`config.mk`:
```
export PLATFORM = sky130hd
export DESIGN_NAME = inst_fetch_ctrl
export DESIGN_NICKNAME = d
export VERILOG_FILES = /design/src/rtl/fetch_pkg.sv /design/src/rtl/pc_bound_check.sv /design/src/rtl/inst_fetch_ctrl.sv
export SDC_FILE = /design/constraint.sdc
export NUM_CORES = 1
export LEC_CHECK = 0
export CORE_ASPECT_RATIO = 0.9
export CORE_UTILIZATION = 35
export DETAILED_ROUTE_END_ITERATION = 7
export SLEW_MARGIN = 20
export SYNTH_ARGS = -nofsm -noshare
export SYNTH_HDL_FRONTEND = slang
export SYNTH_HIERARCHICAL = 1
export SYNTH_SLANG_ARGS = --single-unit
```
`constraint.sdc`:
```
create_clock -name clk -period 3 [get_ports clk]
set_input_delay 0.3 -clock clk [delete_from_list [all_inputs] [get_ports clk]]
set_output_delay 0.3 -clock clk [all_outputs]
set_load 0.005 [all_outputs]
```
`src/rtl/fetch_pkg.sv`:
```
// Shared definitions for the instruction-fetch controller: FSM encodings and
// default geometry of the CodeRam it drives.
package fetch_pkg;

  typedef enum logic [1:0] {
    ST_IDLE  = 2'd0,
    ST_RUN   = 2'd1,
    ST_FAULT = 2'd2
  } fetch_state_t;

  localparam logic [31:0] DEF_RESET_PC  = 32'h0000_0000;
  localparam int          DEF_MEM_WORDS = 256;
  localparam int          FETCH_CNT_W   = 16;

endpackage

```
`src/rtl/pc_bound_check.sv`:
```
// Flags a fetch address that is misaligned or beyond the end of CodeRam.
module pc_bound_check #(
  parameter int MEM_WORDS = 256
) (
  input  logic [31:0] pc,
  output logic        illegal
);

  logic misaligned;
  logic out_of_range;

  assign misaligned   = (pc[1:0] != 2'b00);
  // Compare the word index at full 32-bit width so large MEM_WORDS values stay exact.
  assign out_of_range = ({2'b00, pc[31:2]} >= 32'(MEM_WORDS));
  assign illegal      = misaligned | out_of_range;

endmodule

```
`src/rtl/inst_fetch_ctrl.sv`:
```
// Instruction-fetch controller: owns the PC, drives CodeRam, and registers each
// fetched word into the IF/ID holding register with stall/redirect/fault sequencing.
module inst_fetch_ctrl
  import fetch_pkg::*;
#(
  parameter logic [31:0] RESET_PC  = DEF_RESET_PC,
  parameter int          MEM_WORDS = DEF_MEM_WORDS
) (
  input  logic                   clk,
  input  logic                   rst,
  input  logic                   run,
  input  logic                   stall,
  input  logic                   redirect,
  input  logic [31:0]            redirect_pc,
  output logic [31:0]            Addr,
  input  logic [31:0]            Inst,
  output logic [31:0]            id_inst,
  output logic [31:0]            id_pc4,
  output logic                   id_valid,
  output logic                   fault,
  output logic [1:0]             state,
  output logic [FETCH_CNT_W-1:0] fetch_count
);

  fetch_state_t           state_q, state_d;
  logic [31:0]            pc_q, pc_d;
  logic [31:0]            inst_q, inst_d;
  logic [31:0]            pc4_q, pc4_d;
  logic                   valid_q, valid_d;
  logic                   fault_q, fault_d;
  logic [FETCH_CNT_W-1:0] count_q, count_d;
  logic [31:0]            pc_plus4;
  logic                   illegal;

  // Modulo-2^32 increment; a wrapped PC was already illegal and faults before use.
  assign pc_plus4 = pc_q + 32'd4;

  pc_bound_check #(
    .MEM_WORDS (MEM_WORDS)
  ) u_bound (
    .pc      (pc_q),
    .illegal (illegal)
  );

  always_comb begin
    state_d = state_q;
    pc_d    = pc_q;
    inst_d  = inst_q;
    pc4_d   = pc4_q;
    valid_d = valid_q;
    fault_d = fault_q;
    count_d = count_q;
    unique case (state_q)
      ST_IDLE: begin
        valid_d = 1'b0;
        if (run) state_d = ST_RUN;
      end
      ST_RUN: begin
        // Redirect squashes the in-flight slot and takes priority over stall.
        if (redirect) begin
          pc_d    = redirect_pc;
          valid_d = 1'b0;
          inst_d  = '0;
        end else if (!stall) begin
          if (illegal) begin
            state_d = ST_FAULT;
            fault_d = 1'b1;
            valid_d = 1'b0;
          end else begin
            inst_d  = Inst;
            pc4_d   = pc_plus4;
            valid_d = 1'b1;
            pc_d    = pc_plus4;
            if (count_q != {FETCH_CNT_W{1'b1}}) count_d = count_q + 1'b1;
          end
        end
      end
      ST_FAULT: begin
        valid_d = 1'b0;
        fault_d = 1'b1;
      end
      default: state_d = ST_IDLE;
    endcase
  end

  always_ff @(posedge clk) begin
    if (rst) begin
      state_q <= ST_IDLE;
      pc_q    <= RESET_PC;
      inst_q  <= '0;
      pc4_q   <= '0;
      valid_q <= 1'b0;
      fault_q <= 1'b0;
      count_q <= '0;
    end else begin
      state_q <= state_d;
      pc_q    <= pc_d;
      inst_q  <= inst_d;
      pc4_q   <= pc4_d;
      valid_q <= valid_d;
      fault_q <= fault_d;
      count_q <= count_d;
    end
  end

  assign Addr        = pc_q;
  assign id_inst     = inst_q;
  assign id_pc4      = pc4_q;
  assign id_valid    = valid_q;
  assign fault       = fault_q;
  assign state       = state_q;
  assign fetch_count = count_q;

endmodule

```
**Yosys cells after proc, flatten, opt, wreduce, memory -nomap -nowiden**

Cells that the tools add are included.

- Add/subtract/negate cells: 2
- Order comparisons: 1
- Eq/ne operators: 10
- Muxes and demuxes: 19
- Bitwise operators: 5
- Reductions and logical operators: 11

Operator list:

| operator | number |
|---|---|
| two-way mux 32 bit | 6 |
| adder 32 x 3 -> 32 bit (second input constant) | 1 |
| >= comparator 30 x 9 -> 1 bit (second input constant) | 1 |
| adder 16 x 1 -> 16 bit (second input constant) | 1 |
| != test 16 bit (second input constant) | 1 |
| != test 2 bit (second input constant) | 5 |
| AND reduction 5 bit | 2 |
| two-way mux 2 bit | 4 |
| AND reduction 4 bit | 2 |
| two-way mux 1 bit | 6 |
| one-hot mux 2 bit (3 select lines) | 1 |
| nonzero test 2 bit | 3 |
| NOT 1 bit | 4 |
| one-hot mux 1 bit (2 select lines) | 2 |
| != test 3 bit (second input constant) | 1 |
| AND reduction 3 bit | 1 |
| equality test 2 x 1 -> 1 bit (second input constant) | 1 |
| equality test 2 bit (second input constant) | 1 |
| logical NOT 2 bit | 1 |
| != test 2 x 1 -> 1 bit (second input constant) | 1 |
| AND reduction 2 bit | 1 |
| OR reduction 2 bit | 1 |
| bitwise OR 1 bit | 1 |

- Register bits: 116
- Input port bits: 69
- Output and inout port bits: 116
- Logic and storage cells: 55

**Logic depth before layout (Yosys ltp)**

Gate-level depths: netlist of run 1.

- Depth after elaboration: 6
- Gate-level depth with buffers: 9
- Depth with buffers taken out: 8

**By module**

The synthesis of run 1 kept the hierarchy.

By module, submodules not included:

| module | times used | cells each | area an instance (sq um) | sequential area each (sq um) |
|---|---|---|---|---|
| inst_fetch_ctrl | 1 | 646 | 5460.2 | 2322.2 |
| pc_bound_check | 1 | 8 | 51.3 | 0.0 |

**Least setup slack after synthesis of run 1**

OpenSTA, ideal clock, no wires.

- Path type: register to register
- Start point: register pc_q[13], in the netlist Addr[13]
- End point: register count_q[5], in the netlist fetch_count[5]
- Setup time: 0.070 ns
- Data arrival time: 2.132 ns
- Required time: 2.930 ns
- Slack: 0.797 ns
- Cell stages (with the launch flop): 9
- Path buffers: 0
- Period minus slack after synthesis: 2.203 ns
- Cells stage by stage: dfxtp_1 nor4_1 and4_1 nand3_1 or3_1 nor2_1 o21ai_1 or4_1 a21oi_1

- Cells in the longest elaborated chain, start to end: 4

Ends and longest elaborated chain:

| item | line | source |
|---|---|---|
| from (decl) | inst_fetch_ctrl.sv:26 | `logic [31:0] pc_q, pc_d;` |
| from (signal assigned) | inst_fetch_ctrl.sv:97 | `pc_q <= pc_d;` |
| >= comparator 30 x 9 -> 1 bit | pc_bound_check.sv:14 | `assign out_of_range = ({2'b00, pc[31:2]} >= 32'(MEM_WORDS));` |
| bitwise OR 1 bit | pc_bound_check.sv:15 | `assign illegal = misaligned \| out_of_range;` |
| named net illegal | inst_fetch_ctrl.sv:33 | `logic illegal;` |
| NOT 1 bit (no line) | n/a |  |
| AND reduction 5 bit (no line) | n/a |  |
| to (signal assigned) | inst_fetch_ctrl.sv:102 | `count_q <= count_d;` |
| to (decl) | inst_fetch_ctrl.sv:31 | `logic [FETCH_CNT_W-1:0] count_q, count_d;` |

The timed path passes the listed nets, and every way through them passes these cells.
A chain may end at the register's enable or synchronous reset.

**Final worst setup path of run 1**

- Start point: register pc_q[13], in the netlist Addr[13]
- End point: register count_q[11], in the netlist fetch_count[11]

The elaborated chain is that of the path after synthesis.

==> results of run 1 <==
-- flip-flops by register name (all words and copies together) (netlist names) --
name / cells
fault: 1
state: 2
id_pc4: 32
Addr: 32
id_inst: 32
fetch_count: 16
id_valid: 1
-- where the power goes --
group / switching [µW] / internal, µW
Combinational: 249 / 257
Clock: 717 / 1370
Sequential: 59.6 / 1590
-- metrics by stage --
stage               cells  total power, µW  setup slack, ns
floorplan             654             1900            0.797
global placement     1007             2180            0.268
detailed placement   1007             2190            0.221
CTS                  1039             4280            0.140
global route         1039             4400           0.0622
finish               1039             4240            0.128
-- layout make-up --
| type | count | area, µm² |
|---|---|---|
| clock buffers | 24 | 522 |
| clock inverters | 8 | 95.1 |
| fillers | 1419 | 7220 |
| inverters | 10 | 37.5 |
| multi-input cells | 478 | 2970 |
| flip-flops and latches | 116 | 2320 |
| well taps | 202 | 253 |
| repair buffers | 201 | 1970 |
-- repair_timing --
action                     in CTS  in global routing
setup endpoints to repair       0                  1
buffers inserted                0                  0
resized for setup               0                  1
-- cells in the mapped netlist (all sizes together) (2+ instances only) --
cell / instances / area share (%)
o31ai: 2 / 0.27
or3: 6 / 0.68
nand3: 34 / 3.4
and4: 5 / 0.79
inv: 10 / 0.68
nor4: 19 / 2.9
o21ai: 15 / 1.4
or2: 2 / 0.23
nand2b: 5 / 0.57
a311oi: 2 / 0.32
nand2: 45 / 3.1
a22oi: 38 / 5.2
o41ai: 2 / 0.32
nor3: 13 / 1.6
and2: 2 / 0.23
o32ai: 3 / 0.48
xnor2: 16 / 2.5
dfxtp: 116 / 42
nand3b: 3 / 0.41
ha: 2 / 0.45
clkbuf: 34 / 2.3
or4: 4 / 0.61
a31oi: 8 / 0.91
nor2b: 2 / 0.23
o22ai: 5 / 0.57
o211ai: 5 / 0.68
a311o: 3 / 0.54
mux2i: 8 / 1.5
a21oi: 27 / 2.5
and3: 13 / 1.6
a211oi: 24 / 3.6
nor3b: 3 / 0.59
nor2: 111 / 7.6
a32oi: 2 / 0.32
xor2: 22 / 3.5
buf: 16 / 1.5
nand4: 14 / 2.0
-- logic make-up after synthesis --
kind of cell,after synthesis,share of synthesized area [%]
AO/OA/AOI/OAI,145,18.4
buffers and inverters,60,4.49
multiplexers,9,1.66
XOR/XNOR,38,6.04
flip-flops,116,42.1
AND/OR/NAND/NOR,284,26.8
adder cells (fa/ha/maj),2,0.454
-- final timing paths --
check                   startpoint                            to
max          Addr[13]$_SDFFE_PP0P_  fetch_count[11]$_SDFFE_PP0P_
min                       redirect         Addr[20]$_SDFFE_PP0P_
max reg2reg  Addr[13]$_SDFFE_PP0P_  fetch_count[11]$_SDFFE_PP0P_
min reg2reg     fault$_SDFFE_PP0P_            fault$_SDFFE_PP0P_
-- worst register-to-register path, delay by kind of cell, from the launching register on --
family	cells	cell delay [ns]
flops	1	0.40
xor+xnor	1	0.18
simple gates	7	2.17
-- layer usage --
metal | GRT usage (%) | up-vias
met5 | 0 | -
met4 | 8.92 | 0
met3 | 8.40 | 30
met2 | 34.3 | 239
met1 | 29.0 | 2608
li1 | - | 2715
==> flow_metrics.py, run 1 <==
metrics = {
    "finish": {
        "mostFrequentLayoutCell": "clkdlybuf4s50_1",
        "mostFrequentLayoutCells": "clkdlybuf4s50_1 (182), dfxtp_1 (116), nor2_1 (110)",
        "num_antenna_cells": 0,
        "finalNetCount": 895,
        "layout-drive-gt1-share_pct": 9.20,
        "area_growth_syn_to_layout_pct": 48.2,
        "finalCoreUtilization_pct": 53.1,
        "finalInstanceArea_um2": 8170,
    },
    "run_status": {
        "run_status": "complete, no violations",
    },
    "setup_path": {
        "timing.reg2reg.setup_slack_ns": 0.13,
        "worstPathCellList": "nor4_1 -> and4_1 -> nand3_1 -> or3_1 -> nor4_2 -> nand4_1 -> xor2_1 -> nor2_1",
        "r2r.worst_path.cells": 8,
        "crit_slowest_cell": "nor4_1",
        "worstSetupPathType": "flop to flop",
        "path_depth": 8,
        "crit_fanout": 8,
        "cp.arrival_ns": 3.16,
        "critical_path.top_delay_family": "simple AND/OR/NAND/NOR gates",
        "crit_path_start_kind": "flop",
        "worst_path_buf_inv": 0,
        "worstSetupEndpointType": "flop",
        "required_ns": 3.29,
        "cp_slowest_stage_delay_ns": 0.52,
    },
    "placement": {
        "place_congestion": 0.882,
        "port-buffer-count": 184,
        "placed_area_um2": 7550,
        "dp_hpwl_mm": 12.6,
    },
    "timing": {
        "drv_slew": 0,
        "timing_worst_slew_pin_value_ns": 0.857,
        "final.period_utilization_pct": 95.7,
        "finalClockSkew_ns": 0.00842,
        "rsz_0062_raised_after_global_routing": "no",
        "max-slew-margin-rel_pct": 42.7,
        "hold_violations": 0,
        "finalWorstPathRequiredPeriod_ns": 2.87,
        "setup_tns_ns": 0,
        "fin_hold_ws_ns": 0.418,
        "setup_viol": 0,
        "timing.fmax_ghz": 0.348,
    },
    "synthesis": {
        "yosys_register_bits": 116,
        "syn-num-nets": 725,
        "yosys_most_used_dff": "dfxtp_1",
        "ys_types": 65,
        "yosys_warnings": 6,
        "synth.yosys.seq_area_share_pct": 42.1,
        "avgSynthCellArea_um2": 8.43,
        "synth_enable_flop_cells": 0,
        "netlist_area_before_placement_um2": 5510,
        "syn-instance-count": 654,
        "postSynth.asyncResetShare_pct": 0,
    },
    "floorplanning": {
        "fp-row-count": 43,
        "num_io_pins": 185,
        "starting_density_of_the_core_pct": 35.8,
        "chipHeight_um": 121,
        "die_width_um": 134,
        "die-area_um2": 16300,
        "core-area_um2": 15400,
    },
    "power": {
        "vdd.ir_drop.worst_mv": 0.401,
        "power_density_over_the_cells_nw_per_um2": 520,
        "p_leak_uw": 0.00278,
    },
    "clock_tree": {
        "worst_setup_hold_path_clk_slew_ns": 0.05,
        "htree_num_levels": 4,
        "cts_made_buffers": 17,
        "holdBufCountCts": 0,
        "clockBufferDepth": 2,
        "cts_root_buf": "clkbuf_16",
        "tritoncts": "built",
        "clock_sink_count": 116,
        "insertion_delay_ns": 0.42,
    },
    "drt": {
        "routed-wl-met2_mm": 7.94,
        "drt_pre_antenna_iters": 5,
        "drc_errors": 0,
        "wl_met3_mm": 1.77,
        "route.layer.met1.wl_mm": 7.96,
        "routed.top_layer": "met4",
        "routed_via_density": 5.38,
        "routed_wl_mm": 18.1,
        "via_count": 5592,
        "ant_nets": 0,
        "detail_route.iter0.violations": 448,
        "post_drt_wl_per_cell_um": 17.4,
    },
    "global_routing": {
        "grt_first_pass_wirelength_mm": 28.6,
        "grt_max_degree": 74,
        "vias_in_the_first_global_route": 5417,
        "globalRouteOverflowTotal": 0,
        "grt_use_total_pct": 22.6,
        "grt_antenna_before_repair": 0,
    },
    "hold_path": {
        "hold_depth": 3,
        "hp-class": "primary input to flop",
    },
    "job": {
        "drv_cap": 0,
    },
}
Power figures use the tool's default switching activity.
==> inputs of run 2 (changes only) <==
- CELL_PAD_IN_SITES_DETAIL_PLACEMENT: unset -> 1
- CELL_PAD_IN_SITES_GLOBAL_PLACEMENT: unset -> 1
- CORE_UTILIZATION: 35 -> 33
- PLACE_DENSITY_LB_ADDON: unset -> 0.1
==> flow_metrics.py, run 2 (synthesized netlist as in run 1, its figures left out) <==
metrics = {
    "placement": {
        "placed_area_um2": 7620,
        "port-buffer-count": 184,
        "dp_hpwl_mm": 14.1,
        "place_congestion": 0.840,
        "dpl.cell_count": 1018,
    },
    "timing": {
        "finalWorstPathRequiredPeriod_ns": 2.76,
        "max-slew-margin-rel_pct": 46.4,
        "setup_viol": 0,
        "hold_violations": 0,
        "fin_hold_ws_ns": 0.405,
        "final.period_utilization_pct": 92.0,
        "timing_worst_slew_pin_value_ns": 0.801,
        "setup_tns_ns": 0,
        "rsz_0062_raised_after_global_routing": "no",
        "drv_slew": 0,
        "timing.fmax_ghz": 0.362,
        "finalClockSkew_ns": 0.0120,
    },
    "drt": {
        "via_count": 5616,
        "routed_wl_mm": 19.7,
        "drc_errors": 19,
        "detail_route.iter0.violations": 305,
        "drt_pre_antenna_iters": 7,
        "ant_nets": 0,
        "post_drt_wl_per_cell_um": 18.7,
        "routed_via_density": 5.35,
    },
    "power": {
        "post-layout-total-power_uw": 4110,
        "power.switching_fraction_pct": 25.5,
        "clock_power_share_pct": 47.0,
        "power_density_over_the_cells_nw_per_um2": 502,
        "p_leak_uw": 0.00278,
        "net-switching-power_uw": 1050,
        "sequentialPowerShare_pct": 40.3,
        "vdd.ir_drop.worst_mv": 0.397,
        "p_int_uw": 3060,
        "pwr-share-comb_pct": 12.7,
    },
    "setup_path": {
        "timing.rr.start": "Addr[12]$_SDFFE_PP0P_",
        "cp.arrival_ns": 3.06,
        "worstSetupPathType": "flop to flop",
        "crit_fanout": 6,
        "crit_path_start_kind": "flop",
        "worstSetupEndpointType": "flop",
        "required_ns": 3.30,
        "startpoint": "Addr[12]$_SDFFE_PP0P_",
    },
    "global_routing": {
        "grt_antenna_before_repair": 0,
        "globalRouteOverflowTotal": 0,
        "vias_in_the_first_global_route": 5784,
        "grt_max_degree": 73,
        "grt_use_total_pct": 23.2,
        "grt_first_pass_wirelength_mm": 31.6,
    },
    "clock_tree": {
        "tritoncts": "built",
        "cts_made_buffers": 17,
        "htree_num_levels": 4,
        "clock_sink_count": 116,
        "worst_setup_hold_path_clk_slew_ns": 0.06,
        "insertion_delay_ns": 0.42,
        "cts_root_buf": "clkbuf_16",
        "clockBufferDepth": 2,
        "ctsResizeCount": 0,
        "holdBufCountCts": 0,
        "post_cts.repair.setup_buffers": 0,
    },
    "finish": {
        "finalNetCount": 901,
        "layout-drive-gt1-share_pct": 9.25,
        "mostFrequentLayoutCell": "clkdlybuf4s50_1",
        "num_antenna_cells": 0,
        "area_growth_syn_to_layout_pct": 48.4,
        "layout.filler_cells": 1910,
        "finalInstanceArea_um2": 8180,
        "finalNonFillerCells": 1050,
        "mostFrequentLayoutCells": "clkdlybuf4s50_1 (182), dfxtp_1 (116), nor2_1 (110)",
    },
    "floorplanning": {
        "core-area_um2": 16200,
        "starting_density_of_the_core_pct": 33.9,
        "fp-row-count": 44,
        "die-area_um2": 17200,
        "num_io_pins": 185,
        "chipHeight_um": 125,
        "die_width_um": 138,
    },
    "run_status": {
        "run_status": "finished, violations left",
        "violations": "design-rule violations",
    },
    "hold_path": {
        "min_from": "redirect",
        "hp-class": "primary input to flop",
    },
    "job": {
        "drv_cap": 0,
    },
}
## run 2: final cells by class
cell class	instances	area (µm²)	share of cell area (%)
multi-input combinational	478	2960	36.2
clock inverter	8	76.3	0.933
timing repair buffer	207	2040	25.0
inverter	10	37.5	0.459
clock buffer	24	482	5.89
sequential	116	2320	28.4
tap	207	259	3.17
## run 2: final timing paths
| kind | cells past startpoint | endpoint | slack [ns] |
|---|---|---|---|
| setup / recovery | 9 | fetch_count[11]$_SDFFE_PP0P_ | 0.24 |
| hold reg to reg | 2 | id_pc4[3]$_SDFFE_PP0P_ | 0.45 |
| hold / removal | 3 | Addr[14]$_SDFFE_PP0P_ | 0.41 |
| setup reg to reg | 9 | fetch_count[11]$_SDFFE_PP0P_ | 0.24 |
## run 2: layer usage
layer,vias up,share of wire (%),global-route usage [%]
met5,-,0,0
met4,0,1.2,6.35
met3,21,5.6,7.11
met2,130,48,38.6
met1,2745,46,29.0
li1,2720,-,-
## run 2: critical path, stage by stage (launching register included)
cell and delay (ns):
dfxtp_1 0.39, nor4_1 0.32, buf_4 0.18, and4_1 0.18, nand3_1 0.12, or3_1 0.49
nor4_2 0.53, nand4_1 0.20, xor2_1 0.17, nor2_1 0.05
## run 2: power by group through the flow
stage	Combinational, µW	Sequential, µW	Clock (µW)
2_1_floorplan	223	1680	0
3_3_place_gp	514	1680	0
3_5_place_dp	523	1680	0
4_1_cts	527	1650	1960
5_1_grt	566	1660	2040
6_report	521	1650	1930
## run 2: per-stage QoR
step / worst slack [ns] / utilization [%]
5_1_grt: 0.0158 / 50.4
3_5_place_dp: 0.293 / 46.9
4_1_cts: 0.249 / 50.4
3_3_place_gp: 0.317 / 46.9
2_1_floorplan: 0.797 / -
6_report: 0.239 / 50.4
==> inputs of run 3 (changes only) <==
- CELL_PAD_IN_SITES_DETAIL_PLACEMENT: 1 -> unset
- CELL_PAD_IN_SITES_GLOBAL_PLACEMENT: 1 -> unset
- CORE_UTILIZATION: 33 -> 35
- PLACE_DENSITY_LB_ADDON: 0.1 -> unset
==> results of run 3 <==
The final DEF is identical to that of run 1; final timing and power are the same.
